[config.mk]
export PLATFORM = sky130hd
export DESIGN_NAME = menu_ctrl
export DESIGN_NICKNAME = d
export VERILOG_FILES = /design/src/rtl/menu_ctrl.sv
export SDC_FILE = /design/constraint.sdc
export NUM_CORES = 1
export LEC_CHECK = 0
export ABC_CLOCK_PERIOD_IN_PS = 2900
export CAP_MARGIN = 20
export CORE_UTILIZATION = 32
export CTS_CLUSTER_SIZE = 28
export DETAILED_ROUTE_END_ITERATION = 8
export GPL_TIMING_DRIVEN = 1
export PLACE_DENSITY = 0.61
export SLEW_MARGIN = 20
export SYNTH_ARGS = -nofsm -noshare
export SYNTH_HDL_FRONTEND = slang
export SYNTH_SLANG_ARGS = --single-unit
[constraint.sdc]
create_clock -name clk -period 2.9 [get_ports clk]
set_input_delay 0.29 -clock clk [delete_from_list [all_inputs] [get_ports clk]]
set_output_delay 0.29 -clock clk [all_outputs]
set_load 0.05 [all_outputs]
[src/rtl/menu_ctrl.sv]
// menu_ctrl: game-setup menu controller.
// Holds NUM_FIELDS bounded settings and a cursor selecting one of them.
// Navigation buttons act once on the press edge, then auto-repeat while
// held: the first repeat comes REPEAT_DELAY cycles after the press, and
// later repeats every REPEAT_PERIOD cycles. A start press launches the game.
// A game_over pulse returns control to the menu.
//
// Ports:
//   clk            system clock
//   rst            synchronous active-high reset
//   i_btn_up       increment selected field (level, synchronous)
//   i_btn_down     decrement selected field
//   i_btn_right    move cursor to next field
//   i_btn_left     move cursor to previous field
//   i_start        launch game
//   i_game_over    single-cycle pulse from game core, back to menu
//   o_field_values packed settings, field i at [i*FIELD_W +: FIELD_W]
//   o_sel_field    cursor index
//   o_is_game_on   high while a game is running
//   o_changed      one-cycle pulse when any field or the cursor changes
module menu_ctrl #(
    parameter int                            NUM_FIELDS    = 2,
    parameter int                            FIELD_W       = 3,
    parameter logic [NUM_FIELDS*FIELD_W-1:0] FIELD_MIN     = {3'd1, 3'd2},
    parameter logic [NUM_FIELDS*FIELD_W-1:0] FIELD_MAX     = {3'd3, 3'd4},
    parameter logic [NUM_FIELDS*FIELD_W-1:0] FIELD_INIT    = {3'd1, 3'd2},
    parameter bit                            WRAP          = 1'b0,
    parameter int                            REPEAT_DELAY  = 20000000,
    parameter int                            REPEAT_PERIOD = 5000000,
    localparam int                           SEL_W         = (NUM_FIELDS > 1) ? $clog2(NUM_FIELDS) : 1
) (
    input  logic                          clk,
    input  logic                          rst,
    input  logic                          i_btn_up,
    input  logic                          i_btn_down,
    input  logic                          i_btn_right,
    input  logic                          i_btn_left,
    input  logic                          i_start,
    input  logic                          i_game_over,
    output logic [NUM_FIELDS*FIELD_W-1:0] o_field_values,
    output logic [SEL_W-1:0]              o_sel_field,
    output logic                          o_is_game_on,
    output logic                          o_changed
);

    localparam int CNT_MAX = (REPEAT_DELAY > REPEAT_PERIOD) ? REPEAT_DELAY : REPEAT_PERIOD;
    localparam int CNT_W   = (CNT_MAX > 1) ? $clog2(CNT_MAX) : 1;
    localparam int SEL_W1  = SEL_W + 1;
    localparam int VAL_W1  = FIELD_W + 1;

    localparam logic [CNT_W-1:0]  CNT_DELAY  = CNT_W'(REPEAT_DELAY - 1);
    localparam logic [CNT_W-1:0]  CNT_PERIOD = CNT_W'(REPEAT_PERIOD - 1);
    localparam logic [SEL_W1-1:0] SEL_LAST   = SEL_W1'(NUM_FIELDS - 1);

    typedef enum logic [1:0] {
        S_MENU = 2'd0,
        S_HOLD = 2'd1,
        S_GAME = 2'd2
    } state_t;

    typedef enum logic [2:0] {
        B_NONE  = 3'd0,
        B_DOWN  = 3'd1,
        B_UP    = 3'd2,
        B_RIGHT = 3'd3,
        B_LEFT  = 3'd4
    } btn_t;

    state_t                        r_state;
    btn_t                          r_btn;
    logic [CNT_W-1:0]              r_cnt;
    logic [NUM_FIELDS*FIELD_W-1:0] r_fields;
    logic [SEL_W-1:0]              r_sel;
    logic                          r_game_on;
    logic                          r_changed;

    state_t                        w_state_nxt;
    btn_t                          w_btn_nxt;
    btn_t                          w_active;
    logic [CNT_W-1:0]              w_cnt_nxt;
    logic                          w_do_act;
    logic [FIELD_W-1:0]            w_cur;
    logic [FIELD_W-1:0]            w_min;
    logic [FIELD_W-1:0]            w_max;
    logic [VAL_W1-1:0]             w_inc;
    logic [FIELD_W-1:0]            w_val_nxt;
    logic [SEL_W-1:0]              w_sel_nxt;
    logic [NUM_FIELDS*FIELD_W-1:0] w_fields_nxt;
    logic                          w_changed;

    // Selected field value and its bounds.
    assign w_cur = r_fields[int'(r_sel)*FIELD_W +: FIELD_W];
    assign w_min = FIELD_MIN[int'(r_sel)*FIELD_W +: FIELD_W];
    assign w_max = FIELD_MAX[int'(r_sel)*FIELD_W +: FIELD_W];
    // The increment is one bit wider so that MAX = 2^FIELD_W-1 cannot overflow.
    assign w_inc = {1'b0, w_cur} + {{FIELD_W{1'b0}}, 1'b1};

    // Highest-priority navigation button (start is handled in the FSM).
    always_comb begin
        w_active = B_NONE;
        if (i_btn_down) begin
            w_active = B_DOWN;
        end else if (i_btn_up) begin
            w_active = B_UP;
        end else if (i_btn_right) begin
            w_active = B_RIGHT;
        end else if (i_btn_left) begin
            w_active = B_LEFT;
        end else begin
            w_active = B_NONE;
        end
    end

    // FSM next state, repeat counter and action strobe.
    always_comb begin
        w_state_nxt = r_state;
        w_btn_nxt   = r_btn;
        w_cnt_nxt   = r_cnt;
        w_do_act    = 1'b0;
        case (r_state)
            S_MENU: begin
                if (i_start) begin
                    w_state_nxt = S_GAME;
                    w_cnt_nxt   = {CNT_W{1'b0}};
                end else if (w_active != B_NONE) begin
                    w_do_act    = 1'b1;
                    w_cnt_nxt   = CNT_DELAY;
                    w_btn_nxt   = w_active;
                    w_state_nxt = S_HOLD;
                end else begin
                    w_state_nxt = S_MENU;
                end
            end
            S_HOLD: begin
                if (i_start) begin
                    w_state_nxt = S_GAME;
                    w_cnt_nxt   = {CNT_W{1'b0}};
                end else if (w_active != r_btn) begin
                    // Released or overridden: the next press is a fresh edge.
                    w_state_nxt = S_MENU;
                    w_cnt_nxt   = {CNT_W{1'b0}};
                end else if (r_cnt == {CNT_W{1'b0}}) begin
                    w_do_act  = 1'b1;
                    w_cnt_nxt = CNT_PERIOD;
                end else begin
                    w_cnt_nxt = r_cnt - CNT_W'(1);
                end
            end
            S_GAME: begin
                w_cnt_nxt = {CNT_W{1'b0}};
                if (i_game_over) begin
                    w_state_nxt = S_MENU;
                end else begin
                    w_state_nxt = S_GAME;
                end
            end
            default: begin
                w_state_nxt = S_MENU;
                w_cnt_nxt   = {CNT_W{1'b0}};
            end
        endcase
    end

    // Action datapath: new value for the selected field, new cursor.
    always_comb begin
        w_val_nxt = w_cur;
        w_sel_nxt = r_sel;
        if (w_do_act) begin
            case (w_active)
                B_UP: begin
                    if (w_inc > {1'b0, w_max}) begin
                        w_val_nxt = WRAP ? w_min : w_cur;
                    end else begin
                        w_val_nxt = w_inc[FIELD_W-1:0];
                    end
                end
                B_DOWN: begin
                    if ({1'b0, w_cur} <= {1'b0, w_min}) begin
                        w_val_nxt = WRAP ? w_max : w_cur;
                    end else begin
                        w_val_nxt = w_cur - FIELD_W'(1);
                    end
                end
                B_RIGHT: begin
                    if ({1'b0, r_sel} >= SEL_LAST) begin
                        w_sel_nxt = WRAP ? {SEL_W{1'b0}} : r_sel;
                    end else begin
                        w_sel_nxt = r_sel + SEL_W'(1);
                    end
                end
                B_LEFT: begin
                    if (r_sel == {SEL_W{1'b0}}) begin
                        w_sel_nxt = WRAP ? SEL_LAST[SEL_W-1:0] : r_sel;
                    end else begin
                        w_sel_nxt = r_sel - SEL_W'(1);
                    end
                end
                default: begin
                    w_val_nxt = w_cur;
                    w_sel_nxt = r_sel;
                end
            endcase
        end else begin
            w_val_nxt = w_cur;
            w_sel_nxt = r_sel;
        end
        w_fields_nxt = r_fields;
        w_fields_nxt[int'(r_sel)*FIELD_W +: FIELD_W] = w_val_nxt;
        w_changed = (w_val_nxt != w_cur) || (w_sel_nxt != r_sel);
    end

    // State, counter, settings and output registers.
    always_ff @(posedge clk) begin
        if (rst) begin
            r_state   <= S_MENU;
            r_btn     <= B_NONE;
            r_cnt     <= {CNT_W{1'b0}};
            r_fields  <= FIELD_INIT;
            r_sel     <= {SEL_W{1'b0}};
            r_game_on <= 1'b0;
            r_changed <= 1'b0;
        end else begin
            r_state   <= w_state_nxt;
            r_btn     <= w_btn_nxt;
            r_cnt     <= w_cnt_nxt;
            r_fields  <= w_fields_nxt;
            r_sel     <= w_sel_nxt;
            r_game_on <= (w_state_nxt == S_GAME);
            r_changed <= w_changed;
        end
    end

    assign o_field_values = r_fields;
    assign o_sel_field    = r_sel;
    assign o_is_game_on   = r_game_on;
    assign o_changed      = r_changed;

endmodule
# Word-level counts from Yosys, hierarchy flattened
# Index checks and enable logic that the tools add are counted.
classes:
  n_addsub: 6
  magnitude_cmp: 3
  n_eq_ne: 11
  multipliers: 1
  bitwise: 1
  muxes: 31
  n_shift: 5
  n_reduce_logical: 5
op_table:
  columns: ["op", "count"]
  rows:
  - ["2-to-1 mux 25 bit", 5]
  - ["indexed part select 6 x 32 -> 3 bit, first input constant", 2]
  - ["one-hot mux 25 bit (2 select lines)", 1]
  - ["negation 3 -> 33 bit", 1]
  - ["variable shift 3 x 33 -> 6 bit, first input constant", 1]
  - ["indexed part select 3 x 33 -> 6 bit", 1]
  - ["indexed part select 6 x 32 -> 3 bit", 1]
  - ["zero test 25 bit", 1]
  - ["subtractor 25 x 1 -> 25 bit, second input constant", 1]
  - ["2-to-1 mux 3 bit", 7]
  - ["2-to-1 mux 1 bit", 9]
  - ["2-to-1 mux 2 bit", 4]
  - ["bitwise mux 6 bit", 1]
  - ["equality test 3 x 2 -> 1 bit, second input constant", 2]
  - ["inequality test 3 bit", 2]
  - ["one-hot mux 2 bit (3 select lines)", 1]
  - ["one-hot mux 3 bit (2 select lines)", 1]
  - ["adder 3 x 1 -> 4 bit, second input constant", 1]
  - ["equality test 2 bit, second input constant", 2]
  - ["> comparator 4 x 3 -> 1 bit", 1]
  - ["one-hot mux 1 bit (2 select lines)", 2]
  - ["equality test 3 x 1 -> 1 bit, second input constant", 1]
  - ["equality test 3 bit, second input constant", 1]
  - ["<= comparator 3 bit", 1]
  - ["13 further kinds", 13]
word_totals:
  inputBits: 8
  ff_bits: 39
  elab_cells: 70

# Longest topological paths before layout
# Gate-level depths: netlist of run 1.
logic_depth:
  ltp_word: 11
  depth_mapped: 12

# Least setup slack after synthesis of run 1
# OpenSTA, ideal clock, no wires.
synth_timing:
  path_kind: "reg2reg"
  from: "reg r_sel, in the netlist o_sel_field"
  to: "reg r_fields[2], in the netlist o_field_values[2]"
  period_less_slack_ns: 3.462
  path_stages_with_launch: 13
  required_ns: 2.828
  path_slack_ns: -0.562
  setup_ns: 0.072
  arrival_time_ns: 3.391
  cell_sequence: "dfxtp_1 > buf_2 > mux2i_1 > inv_1 > ha_1 > xnor2_1 > ha_1 > or4bb_1 > nand2_1 > nor3_1 > or4b_1 > o31a_1 > mux2i_1"
synth_between:
  elab_chain_cells: 9
  elab_cells_between_ends: 16
  classes_between: "add/sub: 3; mul: 1; order compare: 2; shift: 5; mux: 5"
synth_rtl:
  columns: ["item", "line", "text"]
  rows:
  - ["from (decl)", "73", "logic [SEL_W-1:0] r_sel;"]
  - ["from (signal assigned)", "219", "r_sel <= {SEL_W{1'b0}};"]
  - ["from (signal assigned)", "227", "r_sel <= w_sel_nxt;"]
  - ["multiplier 1 x 2 -> 3 bit (*)", null, null]
  - ["indexed part select 6 x 32 -> 3 bit", "92", "assign w_cur = r_fields[int'(r_sel)*FIELD_W +: FIELD_W];"]
  - ["adder 3 x 1 -> 4 bit", "96", "assign w_inc = {1'b0, w_cur} + {{FIELD_W{1'b0}}, 1'b1};"]
  - ["> comparator 4 x 3 -> 1 bit", "171", "if (w_inc > {1'b0, w_max}) begin"]
  - ["2-to-1 mux 3 bit", "171", null]
  - ["one-hot mux 3 bit (2 select lines)", "169", "case (w_active)"]
  - ["2-to-1 mux 3 bit", "168", "if (w_do_act) begin"]
  - ["indexed part select 3 x 33 -> 6 bit", "208", "w_fields_nxt[int'(r_sel)*FIELD_W +: FIELD_W] = w_val_nxt;"]
  - ["bitwise mux 6 bit (*)", "208", null]
  - ["to (signal assigned)", "226", "r_fields <= w_fields_nxt;"]
  - ["to (decl)", "72", "logic [NUM_FIELDS*FIELD_W-1:0] r_fields;"]
# Every way passes the cells marked *; elsewhere a longest branch is shown, timed or not.
# A chain may end at the register's enable or synchronous reset.

# Final worst setup path of run 1
layout_timing:
  from: "reg r_sel, in the netlist o_sel_field"
  to: "reg r_fields[5], in the netlist o_field_values[5]"
# The elaborated chain is that of the path after synthesis.

==> results of run 1 <==
cells by family after synthesis:
logic type | synth area share [%]
compound gates | 27.2
fa+ha+maj | 3.34
buf+inv | 5.05
mux | 3.05
flops | 29.7
xor+xnor | 2.34
simple gates | 29.3
worst reg2reg max path: cells and delay by family (launching register included):
kind	cells	cell delay, ns
compound gates	1	0.13
xor+xnor	1	0.13
simple gates	4	1.07
fa+ha+maj	2	0.51
flops	1	0.44
mux	2	0.44
buf+inv	1	0.08
flip-flops by register name, indices dropped and copies added, names as in the netlist:
signal,flops
o_changed,1
o_field_values,6
o_is_game_on,1
o_sel_field,1
r_btn,3
r_cnt,25
r_state,2
Yosys cell counts, types with 3 or more instances:
master,n,area share (%)
nand2_1,35,5.0
nor2b_1,4,0.95
a21oi_1,32,6.1
inv_1,12,1.7
a311oi_1,5,1.7
clkbuf_1,5,0.72
a31oi_1,8,1.9
nand3b_1,6,1.7
nand4_1,3,0.72
a21o_1,5,1.4
nor3_1,24,4.6
or3_1,5,1.2
dfxtp_1,39,30
ha_1,7,3.3
nor4_1,4,0.95
buf_2,6,1.1
xnor2_1,5,1.7
nand3_1,6,1.1
o21ai_0,28,5.3
mux2i_1,8,3.1
nor2_1,27,3.9
worst paths after layout:
path	start	endpoint	slack [ns]	cells past startpoint
setup reg to reg	o_sel_field	o_field_values[5]	0.02	11
hold / removal	r_cnt[22]	r_cnt[22]	0.47	2
hold reg to reg	r_cnt[22]	r_cnt[22]	0.47	2
setup / recovery	o_sel_field	o_field_values[5]	0.02	11
final cells by class:
type	count	share of cell area, %
repair buffers	37	10.0
flip-flops and latches	39	24.8
well taps	102	4.02
clock buffers	6	2.60
clock inverters	2	1.22
inverters	12	1.42
multi-input cells	266	56.0
power by group through the flow:
stage / combinational, W / clock [W] / sequential [W]
floorplan: 0.000254 / 0 / 0.000613
finish: 0.000390 / 0.000504 / 0.000591
global placement: 0.000357 / 0 / 0.000602
detailed placement: 0.000361 / 0 / 0.000602
global route: 0.000429 / 0.000536 / 0.000595
CTS: 0.000370 / 0.000514 / 0.000590
placed cells by master, fill, tap and decap left out, drive strengths merged, types with 3 or more instances in the layout:
master	Yosys	routed
a211oi	3	3
a21o	5	5
a21oi	32	32
a311oi	5	5
a31oi	9	9
buf	10	21
clkbuf	6	6
clkdlybuf4s50	0	16
dfxtp	39	39
ha	7	7
inv	12	13
mux2i	8	8
nand2	35	35
nand3	7	7
nand3b	6	6
nand4	4	4
nor2	30	30
nor2b	4	4
nor3	25	25
nor4	6	6
o211ai	3	3
o21ai	30	30
or3	6	6
xnor2	5	5
repair_timing:
action,in CTS,in global routing
cloned,0,0
setup endpoints to repair,2,7
hold buffers,0,0
buffers inserted,3,3
gates resized for setup,2,8
pin swaps,1,3
routing by layer:
| metal | up-vias | GRT usage [%] | share of wire, % |
|---|---|---|---|
| met5 | - | 0 | 0 |
| met4 | 0 | 7.29 | 2.0 |
| met3 | 16 | 2.55 | 3.7 |
| met2 | 53 | 26.9 | 46 |
| met1 | 1229 | 22.9 | 48 |
| li1 | 1286 | - | - |
per-stage QoR:
stage / util, % / instances / TNS, ns / total power (W) / hold WS, ns
final: 40.5 / 464 / 0 / 0.00149 / 0.470
after global routing: 40.5 / 464 / -0.245 / 0.00156 / 0.497
after CTS: 39.7 / 461 / 0 / 0.00147 / 0.475
after detailed placement: 37.7 / 450 / -0.0626 / 0.000963 / 0.462
after global placement: 37.7 / 450 / 0 / 0.000959 / 0.442
after floorplan: - / 333 / 0 / 0.000867 / 0.432
==> impl_metrics.py, run 1 <==
metrics = {
    "grt": {
        "grt_max_degree": 41,
        "grt_usage_pct": 17.0,
        "grt_pass1_vias": 2401,
        "grt_pass1_wl_um": 11700,
        "gr-total-overflow": 0,
        "antenna_found_initial": 0,
    },
    "setup_path": {
        "critPathBufInv": 1,
        "critical_path_class": "reg2reg",
        "required_ns": 3.13,
        "crit_path_cell_trace": "mux2i_4 > inv_2 > ha_4 > xnor2_1 > ha_1 > or4bb_1 > nand2_1 > nor3_1 > or4b_1 > o31a_1 > mux2i_1",
        "cpLargestDelayFamily": "simple AND/OR/NAND/NOR gates",
        "crit_path_start_kind": "flip-flop",
        "endpoint_kind": "flip-flop",
        "slowest_delay_ns": 0.48,
        "worstPathMaxFanout": 7,
        "worst_ep_arrival_time_ns": 3.11,
        "slowest_stage": "or4b_1",
    },
    "clocking": {
        "cts_tree": "built",
        "cts_root_buffer": "clkbuf_8",
        "clock_path_buffers": 2,
        "clock-sinks": 39,
        "h-tree-depth": 2,
        "clk_pin_slew_ns": 0.09,
        "cts_buffers": 5,
        "worstSkewPairLatency_ns": 0.30,
    },
    "timing": {
        "rsz0062_at_grt": "true",
        "setup_viol": 0,
        "fin_skew_ns": 0.0150,
        "fin_crit_ns": 2.88,
        "slew-limit-headroom_pct": 63.5,
        "worst-slew-pin-transition_ns": 0.544,
        "worst_slack_ns": 0.0220,
        "fmax_mhz": 347,
        "maxSlewViolCount": 0,
        "period_share_pct": 99.2,
        "finalHoldViolCount": 0,
    },
    "floorplanning": {
        "start_util_pct": 33.5,
        "chipWidth_um": 92.6,
        "fp.dieH_um": 92.6,
        "fp-row-count": 32,
        "io_pins": 17,
        "core_um2": 7850,
        "dieArea_um2": 8570,
    },
    "final_layout": {
        "design_area_um2": 3180,
        "seq_area_um2": 787,
        "nFillCells": 815,
        "final_nets": 376,
        "drive_gt1_share_pct": 16.6,
        "syn2layout_area_growth_pct": 21.0,
        "multi_input_area_um2": 1780,
        "antenna_cells": 0,
    },
    "synthesis": {
        "synth_cells": 333,
        "synth_cell_types": 71,
        "synth_area_um2": 2630,
        "ys_ff_latch": 39,
        "synth_seq_area_share_pct": 29.7,
        "avgSynthCellArea_um2": 7.88,
        "ys.flop_type": "dfxtp_1",
        "ys.warnings.count": 0,
        "synth_edf_count": 0,
        "syn_nets": 348,
        "async_reset_ff_share_pct": 0,
    },
    "route": {
        "ant_nets": 0,
        "wirelength_um": 7140,
        "drtPass1Iterations": 4,
        "remaining_drc_errors": 0,
        "num_vias": 2584,
        "via_per_inst": 5.57,
        "drt_iter0_drc": 115,
        "wire_per_inst_um": 15.4,
    },
    "place": {
        "postPlaceCellArea_um2": 2960,
        "hpwl_um": 4870,
        "gp_congestion": 0.959,
        "pre_cts_ws_ns": -0.0327,
        "port_buffers": 16,
    },
    "power": {
        "share_seq_of_total_power_pct": 39.8,
        "pwr-share-clk_pct": 33.9,
        "p_sw_w": 0.000483,
        "power_density_nw_per_um2": 468,
        "power.leakage_nw": 1.15,
        "ir_worst_vdd_uv": 202,
        "power_frac_comb_pct": 26.3,
        "netSwitchingFraction_pct": 32.5,
        "intPower_w": 0.00100,
    },
    "flow_run": {
        "max_cap_violations": 0,
    },
    "run_status": {
        "outcome": "finished clean",
    },
    "hold_path": {
        "hold_path.class": "reg2reg",
    },
}
(Power assumes the default switching activity.)
==> run 2: changes to the inputs <==
--- a/config.mk
+++ b/config.mk
@@ -5,13 +5,13 @@
 export SDC_FILE = /design/constraint.sdc
 export NUM_CORES = 1
 export LEC_CHECK = 0
-export ABC_CLOCK_PERIOD_IN_PS = 2900
+export ABC_CLOCK_PERIOD_IN_PS = 2500
 export CAP_MARGIN = 20
-export CORE_UTILIZATION = 32
+export CORE_UTILIZATION = 54
 export CTS_CLUSTER_SIZE = 28
 export DETAILED_ROUTE_END_ITERATION = 8
 export GPL_TIMING_DRIVEN = 1
-export PLACE_DENSITY = 0.61
+export PLACE_DENSITY = 0.84
 export SLEW_MARGIN = 20
 export SYNTH_ARGS = -nofsm -noshare
 export SYNTH_HDL_FRONTEND = slang
==> constraint.sdc (replaced) <==
create_clock -name clk -period 2.5 [get_ports clk]
set_input_delay 0.25 -clock clk [delete_from_list [all_inputs] [get_ports clk]]
set_output_delay 0.25 -clock clk [all_outputs]
set_load 0.05 [all_outputs]
==> run 2 against run 1 <==
Critical endpoint is now o_field_values[2]; non-clock buffer count rose by 24; the run now ends with negative setup slack left; register-to-register slack lost 0.38 ns; utilization grew 29 points; highest routed layer unchanged; clock power shrank 17%; final cell count fell by 5.2%; largest cell class unchanged; wire length increased by 0.38%.
==> impl_metrics.py, run 2 (same netlist as run 1, synthesis figures left out) <==
metrics = {
    "final_layout": {
        "top_register": "r_cnt",
        "final_cell_mix": "buf_4 (44), nand2_1 (34), dfxtp_1 (34)",
        "multi_input_area_um2": 1790,
        "final_common_cell": "buf_4",
        "final_nets": 400,
        "nFillCells": 372,
        "largest_reg_flops": 25,
        "drive_gt1_share_pct": 21.8,
        "antenna_cells": 0,
        "seq_area_um2": 790,
        "syn2layout_area_growth_pct": 25.0,
    },
    "grt": {
        "grt_usage_pct": 29.7,
        "grt_max_degree": 41,
        "grt_pass1_wl_um": 11900,
        "gr-total-overflow": 0,
        "grt_pass1_vias": 2625,
        "antenna_found_initial": 0,
    },
    "place": {
        "hpwl_um": 5090,
        "gp_congestion": 0.945,
        "port_buffers": 16,
        "pre_cts_ws_ns": -0.346,
    },
    "clocking": {
        "clock-sinks": 39,
        "cts_buffers": 5,
        "worstSkewPairLatency_ns": 0.30,
        "clock_path_buffers": 2,
        "cts_root_buffer": "clkbuf_8",
        "h-tree-depth": 2,
        "hold_buffers": 0,
        "cts_tree": "built",
        "clk_pin_slew_ns": 0.08,
    },
    "timing": {
        "finalHoldViolCount": 0,
        "rsz0062_at_grt": "true",
        "setup_viol": 7,
        "worst_slack_ns": -0.361,
        "maxSlewViolCount": 0,
        "worst-slew-pin-transition_ns": 0.564,
        "slew-limit-headroom_pct": 62.1,
        "whs_ns": 0.451,
        "period_share_pct": 114,
        "fin_crit_ns": 2.86,
        "fin_skew_ns": 0.00934,
        "fmax_mhz": 350,
    },
    "route": {
        "drtPass1Iterations": 5,
        "ant_nets": 0,
        "wire_per_inst_um": 16.3,
        "remaining_drc_errors": 0,
        "drt_iter0_drc": 154,
        "via_per_inst": 6.23,
        "num_vias": 2740,
        "wirelength_um": 7170,
    },
    "setup_path": {
        "required_ns": 2.72,
        "endpoint_kind": "flip-flop",
        "worstPathMaxFanout": 5,
        "critical_path_class": "reg2reg",
        "worst_ep_arrival_time_ns": 3.08,
        "crit_path_start_kind": "flip-flop",
    },
    "floorplanning": {
        "start_util_pct": 55.9,
        "io_pins": 17,
        "core_um2": 4690,
        "fp.dieH_um": 71.7,
        "chipWidth_um": 71.7,
        "fp-row-count": 25,
        "dieArea_um2": 5140,
    },
    "power": {
        "power.leakage_nw": 1.25,
        "power_density_nw_per_um2": 489,
        "ir_worst_vdd_uv": 417,
    },
    "run_status": {
        "violations": "negative setup slack",
        "outcome": "complete, but fails checks",
    },
    "hold_path": {
        "hold_path.class": "reg2reg",
    },
    "flow_run": {
        "max_cap_violations": 0,
    },
}
run 2: cell count changes in the layout (fill, tap and decap cells not counted), moves of 2 or more:
cell      before  now
buf_4         21   44
clkbuf_1       0    2
dfxtp_1       36   34
dfxtp_2        2    4
run 2: area by class of cell:
class / instances / share of cell area (%)
multi-input combinational: 266 / 54.5
sequential: 39 / 24.1
timing repair buffer: 61 / 15.6
clock buffer: 7 / 2.33
tap: 54 / 2.06
inverter: 12 / 1.37
clock inverter: 1 / 0.153
run 2: path summary, 6_finish.rpt:
kind               start                end  slack (ns)  depth (start not counted)
max reg2reg  o_sel_field  o_field_values[2]       -0.36                         11
max          o_sel_field  o_field_values[2]       -0.36                         11
min            r_cnt[22]          r_cnt[22]        0.45                          2
min reg2reg    r_cnt[22]          r_cnt[22]        0.45                          2
run 2: layer usage:
metal | GRT usage, % | share of wire (%) | routed length [µm] | vias up
met5 | 0 | 0 | 0 | -
met3 | 5.34 | 5.8 | 417 | 17
li1 | - | - | - | 1344
met2 | 52.4 | 50 | 3580 | 107
met1 | 34.8 | 42 | 2980 | 1272
met4 | 14.2 | 2.6 | 187 | 0
run 2: power by group:
part	switching [W]	internal (W)	leakage [nW]	total (W)
logic	0.000287	0.000216	0.892	0.000504
registers	0.0000334	0.000650	0.319	0.000683
clock network	0.000223	0.000196	0.0422	0.000419
run 2: critical path, cell delays in order (launching register included):
cell,delay (ns)
dfxtp_4,0.39
mux2i_4,0.28
inv_2,0.08
ha_4,0.17
xnor2_1,0.13
ha_1,0.33
or4bb_1,0.45
nand2_2,0.09
nor3_1,0.06
or4b_1,0.47
o31a_1,0.14
mux2i_1,0.18
run 2: stage by stage:
stage | area (µm²) | cells | power, W | setup TNS (ns) | util (%)
after floorplan | 2680 | 333 | 0.00101 | -1.54 | -
after global placement | 3130 | 428 | 0.00114 | -0.484 | 66.7
after detailed placement | 3130 | 428 | 0.00116 | -1.30 | 66.7
after CTS | 3270 | 440 | 0.00159 | -0.991 | 69.8
after global routing | 3280 | 440 | 0.00168 | -2.06 | 69.9
final | 3280 | 440 | 0.00161 | -1.41 | 69.9
run 2: repair_timing:
item,CTS,global route
buffers inserted,4,0
endpoints found under the setup margin,7,7
pin swaps,4,1
gates resized for setup,6,3
==> run 3: changes to the inputs <==
--- a/config.mk
+++ b/config.mk
@@ -11,7 +11,7 @@
 export CTS_CLUSTER_SIZE = 28
 export DETAILED_ROUTE_END_ITERATION = 8
 export GPL_TIMING_DRIVEN = 1
-export PLACE_DENSITY = 0.84
+export PLACE_DENSITY = 0.87
 export SLEW_MARGIN = 20
 export SYNTH_ARGS = -nofsm -noshare
 export SYNTH_HDL_FRONTEND = slang
==> run 3 against run 2 <==
The run still ends with negative setup slack left; register-to-register slack better by 0.04 ns; clock-buffer cell count is 1 lower; die area stayed put; maximum frequency is 1.5% higher; critical path depth is 1 higher; sequential share of layout area is 0.55 points lower; non-clock buffer count is 2 higher; final area is 2.3% higher; clock power is 2% higher; final cell count is 0.45% higher; flip-flop and latch count stayed put; clock skew is 0.0051 ns lower; critical endpoint is now o_field_values[0].
==> impl_metrics.py, run 3 (same netlist as run 1, synthesis figures left out) <==
metrics = {
    "power": {
        "pwr-share-clk_pct": 26.2,
        "netSwitchingFraction_pct": 34.2,
        "power_frac_comb_pct": 31.8,
        "intPower_w": 0.00107,
        "p_sw_w": 0.000555,
        "power.leakage_nw": 1.28,
        "share_seq_of_total_power_pct": 42.0,
        "ir_worst_vdd_uv": 388,
        "power_density_nw_per_um2": 484,
    },
    "grt": {
        "antenna_found_initial": 0,
        "grt_usage_pct": 29.2,
        "grt_max_degree": 41,
        "gr-total-overflow": 0,
        "grt_pass1_wl_um": 11800,
        "grt_pass1_vias": 2526,
    },
    "place": {
        "hpwl_um": 5240,
        "pre_cts_ws_ns": -0.296,
        "gp_congestion": 0.874,
        "port_buffers": 16,
        "dp.cells": 427,
    },
    "timing": {
        "fin_skew_ns": 0.00428,
        "slew-limit-headroom_pct": 59.9,
        "fin_crit_ns": 2.82,
        "setup_viol": 7,
        "whs_ns": 0.461,
        "fmax_mhz": 355,
        "finalHoldViolCount": 0,
        "worst_slack_ns": -0.319,
        "final.setup.tns_ns": -1.40,
        "rsz0062_at_grt": "true",
        "worst-slew-pin-transition_ns": 0.596,
        "maxSlewViolCount": 0,
        "period_share_pct": 113,
    },
    "final_layout": {
        "antenna_cells": 0,
        "final_common_cell": "buf_4",
        "syn2layout_area_growth_pct": 27.9,
        "final_cell_mix": "buf_4 (45), dfxtp_1 (34), nand2_1 (32)",
        "final_nets": 402,
        "largest_reg_flops": 25,
        "drive_gt1_share_pct": 24.7,
        "final_cells": 442,
        "seq_area_um2": 790,
        "final_util_pct": 71.5,
        "multi_input_area_um2": 1830,
        "top_register": "r_cnt",
        "nFillCells": 365,
    },
    "setup_path": {
        "cpLargestDelayFamily": "compound AO/OA/AOI/OAI gates",
        "slowest_stage": "or4bb_4",
        "critical_path_class": "reg2reg",
        "endpoint_kind": "flip-flop",
        "slowest_delay_ns": 0.50,
        "worst_ep_arrival_time_ns": 3.01,
        "required_ns": 2.69,
        "critPathBufInv": 2,
        "worstSetupStartpoint": "o_sel_field",
        "crit_path_cell_trace": "mux2i_4 > inv_2 > ha_4 > xnor2_1 > ha_1 > or4bb_4 > buf_4 > nand2_4 > nor2_2 > a32o_2 > a21o_1 > a31o_1",
        "crit_path_start_kind": "flip-flop",
        "rr_startpoint": "o_sel_field",
        "worstPathMaxFanout": 5,
    },
    "clocking": {
        "clock-sinks": 39,
        "worstSkewPairLatency_ns": 0.29,
        "cts_buffers": 5,
        "clk_pin_slew_ns": 0.08,
        "h-tree-depth": 2,
        "cts_root_buffer": "clkbuf_8",
        "cts_tree": "built",
        "clock_path_buffers": 2,
    },
    "route": {
        "num_vias": 2749,
        "via_per_inst": 6.22,
        "wire_per_inst_um": 16.3,
        "wirelength_um": 7220,
        "drtPass1Iterations": 4,
        "drt_iter0_drc": 222,
        "remaining_drc_errors": 0,
        "ant_nets": 0,
    },
    "floorplanning": {
        "dieArea_um2": 5140,
        "start_util_pct": 55.9,
        "fp-row-count": 25,
        "core_um2": 4690,
        "fp.dieH_um": 71.7,
        "io_pins": 17,
        "chipWidth_um": 71.7,
    },
    "hold_path": {
        "hold_path.class": "reg2reg",
        "hold_start": "r_cnt[22]",
    },
    "flow_run": {
        "max_cap_violations": 0,
    },
    "run_status": {
        "outcome": "complete, but fails checks",
        "violations": "negative setup slack",
    },
}
run 3: changes by cell type in the layout (fill, tap and decap cells not counted), moves of 2 or more:
| cell | delta |
|---|---|
| nand2_1 | -2 |
| nand2_4 | +2 |
| o21ai_0 | -2 |
| o21ai_2 | +2 |
run 3: final cells by class:
type | count | area share, %
multi-input combinational | 266 | 54.6
sequential | 39 | 23.5
timing repair buffer | 63 | 16.0
clock buffer | 6 | 2.16
tap | 54 | 2.01
inverter | 12 | 1.34
clock inverter | 2 | 0.335
run 3: worst paths after layout:
| kind | end | slack, ns | cells past startpoint |
|---|---|---|---|
| worst min register to register | r_cnt[22] | 0.46 | 2 |
| worst min-delay path | r_cnt[22] | 0.46 | 2 |
| worst max-delay path | o_field_values[0] | -0.32 | 12 |
| worst max register to register | o_field_values[0] | -0.32 | 12 |
run 3: per-layer routing:
layer  track usage, %  vias to the layer above  part of all wire, %
li1                 -                     1350                    -
met1             35.3                     1291                   42
met2             51.8                       92                   51
met3             4.64                       16                  4.6
met4             11.3                        0                  1.7
met5                0                        -                    0
run 3: through the flow:
stage / area (µm²) / power, W
global placement: 3130 / 0.00114
finish: 3360 / 0.00163
detailed placement: 3130 / 0.00116
floorplan: 2680 / 0.00101
CTS: 3300 / 0.00160
global route: 3360 / 0.00170
run 3: power by group through the flow:
stage	Sequential [W]	Combinational (W)	Clock (W)
floorplan	0.000712	0.000299	0
global placement	0.000694	0.000449	0
detailed placement	0.000696	0.000463	0
CTS	0.000681	0.000491	0.000431
global route	0.000686	0.000560	0.000456
finish	0.000683	0.000516	0.000426
run 3: repair_timing:
| item | in CTS | in global routing |
|---|---|---|
| resized for setup | 10 | 12 |
| setup endpoints to repair | 7 | 7 |
| pin swaps | 4 | 3 |
| hold buffers | 0 | 0 |
| setup buffers | 4 | 3 |
| gates cloned | 0 | 0 |
run 3: tightest hold or removal path, delay by kind of cell (launching register included):
| family | cells | cell delay (ns) |
|---|---|---|
| flops | 1 | 0.32 |
| compound gates | 1 | 0.05 |
| simple gates | 1 | 0.05 |
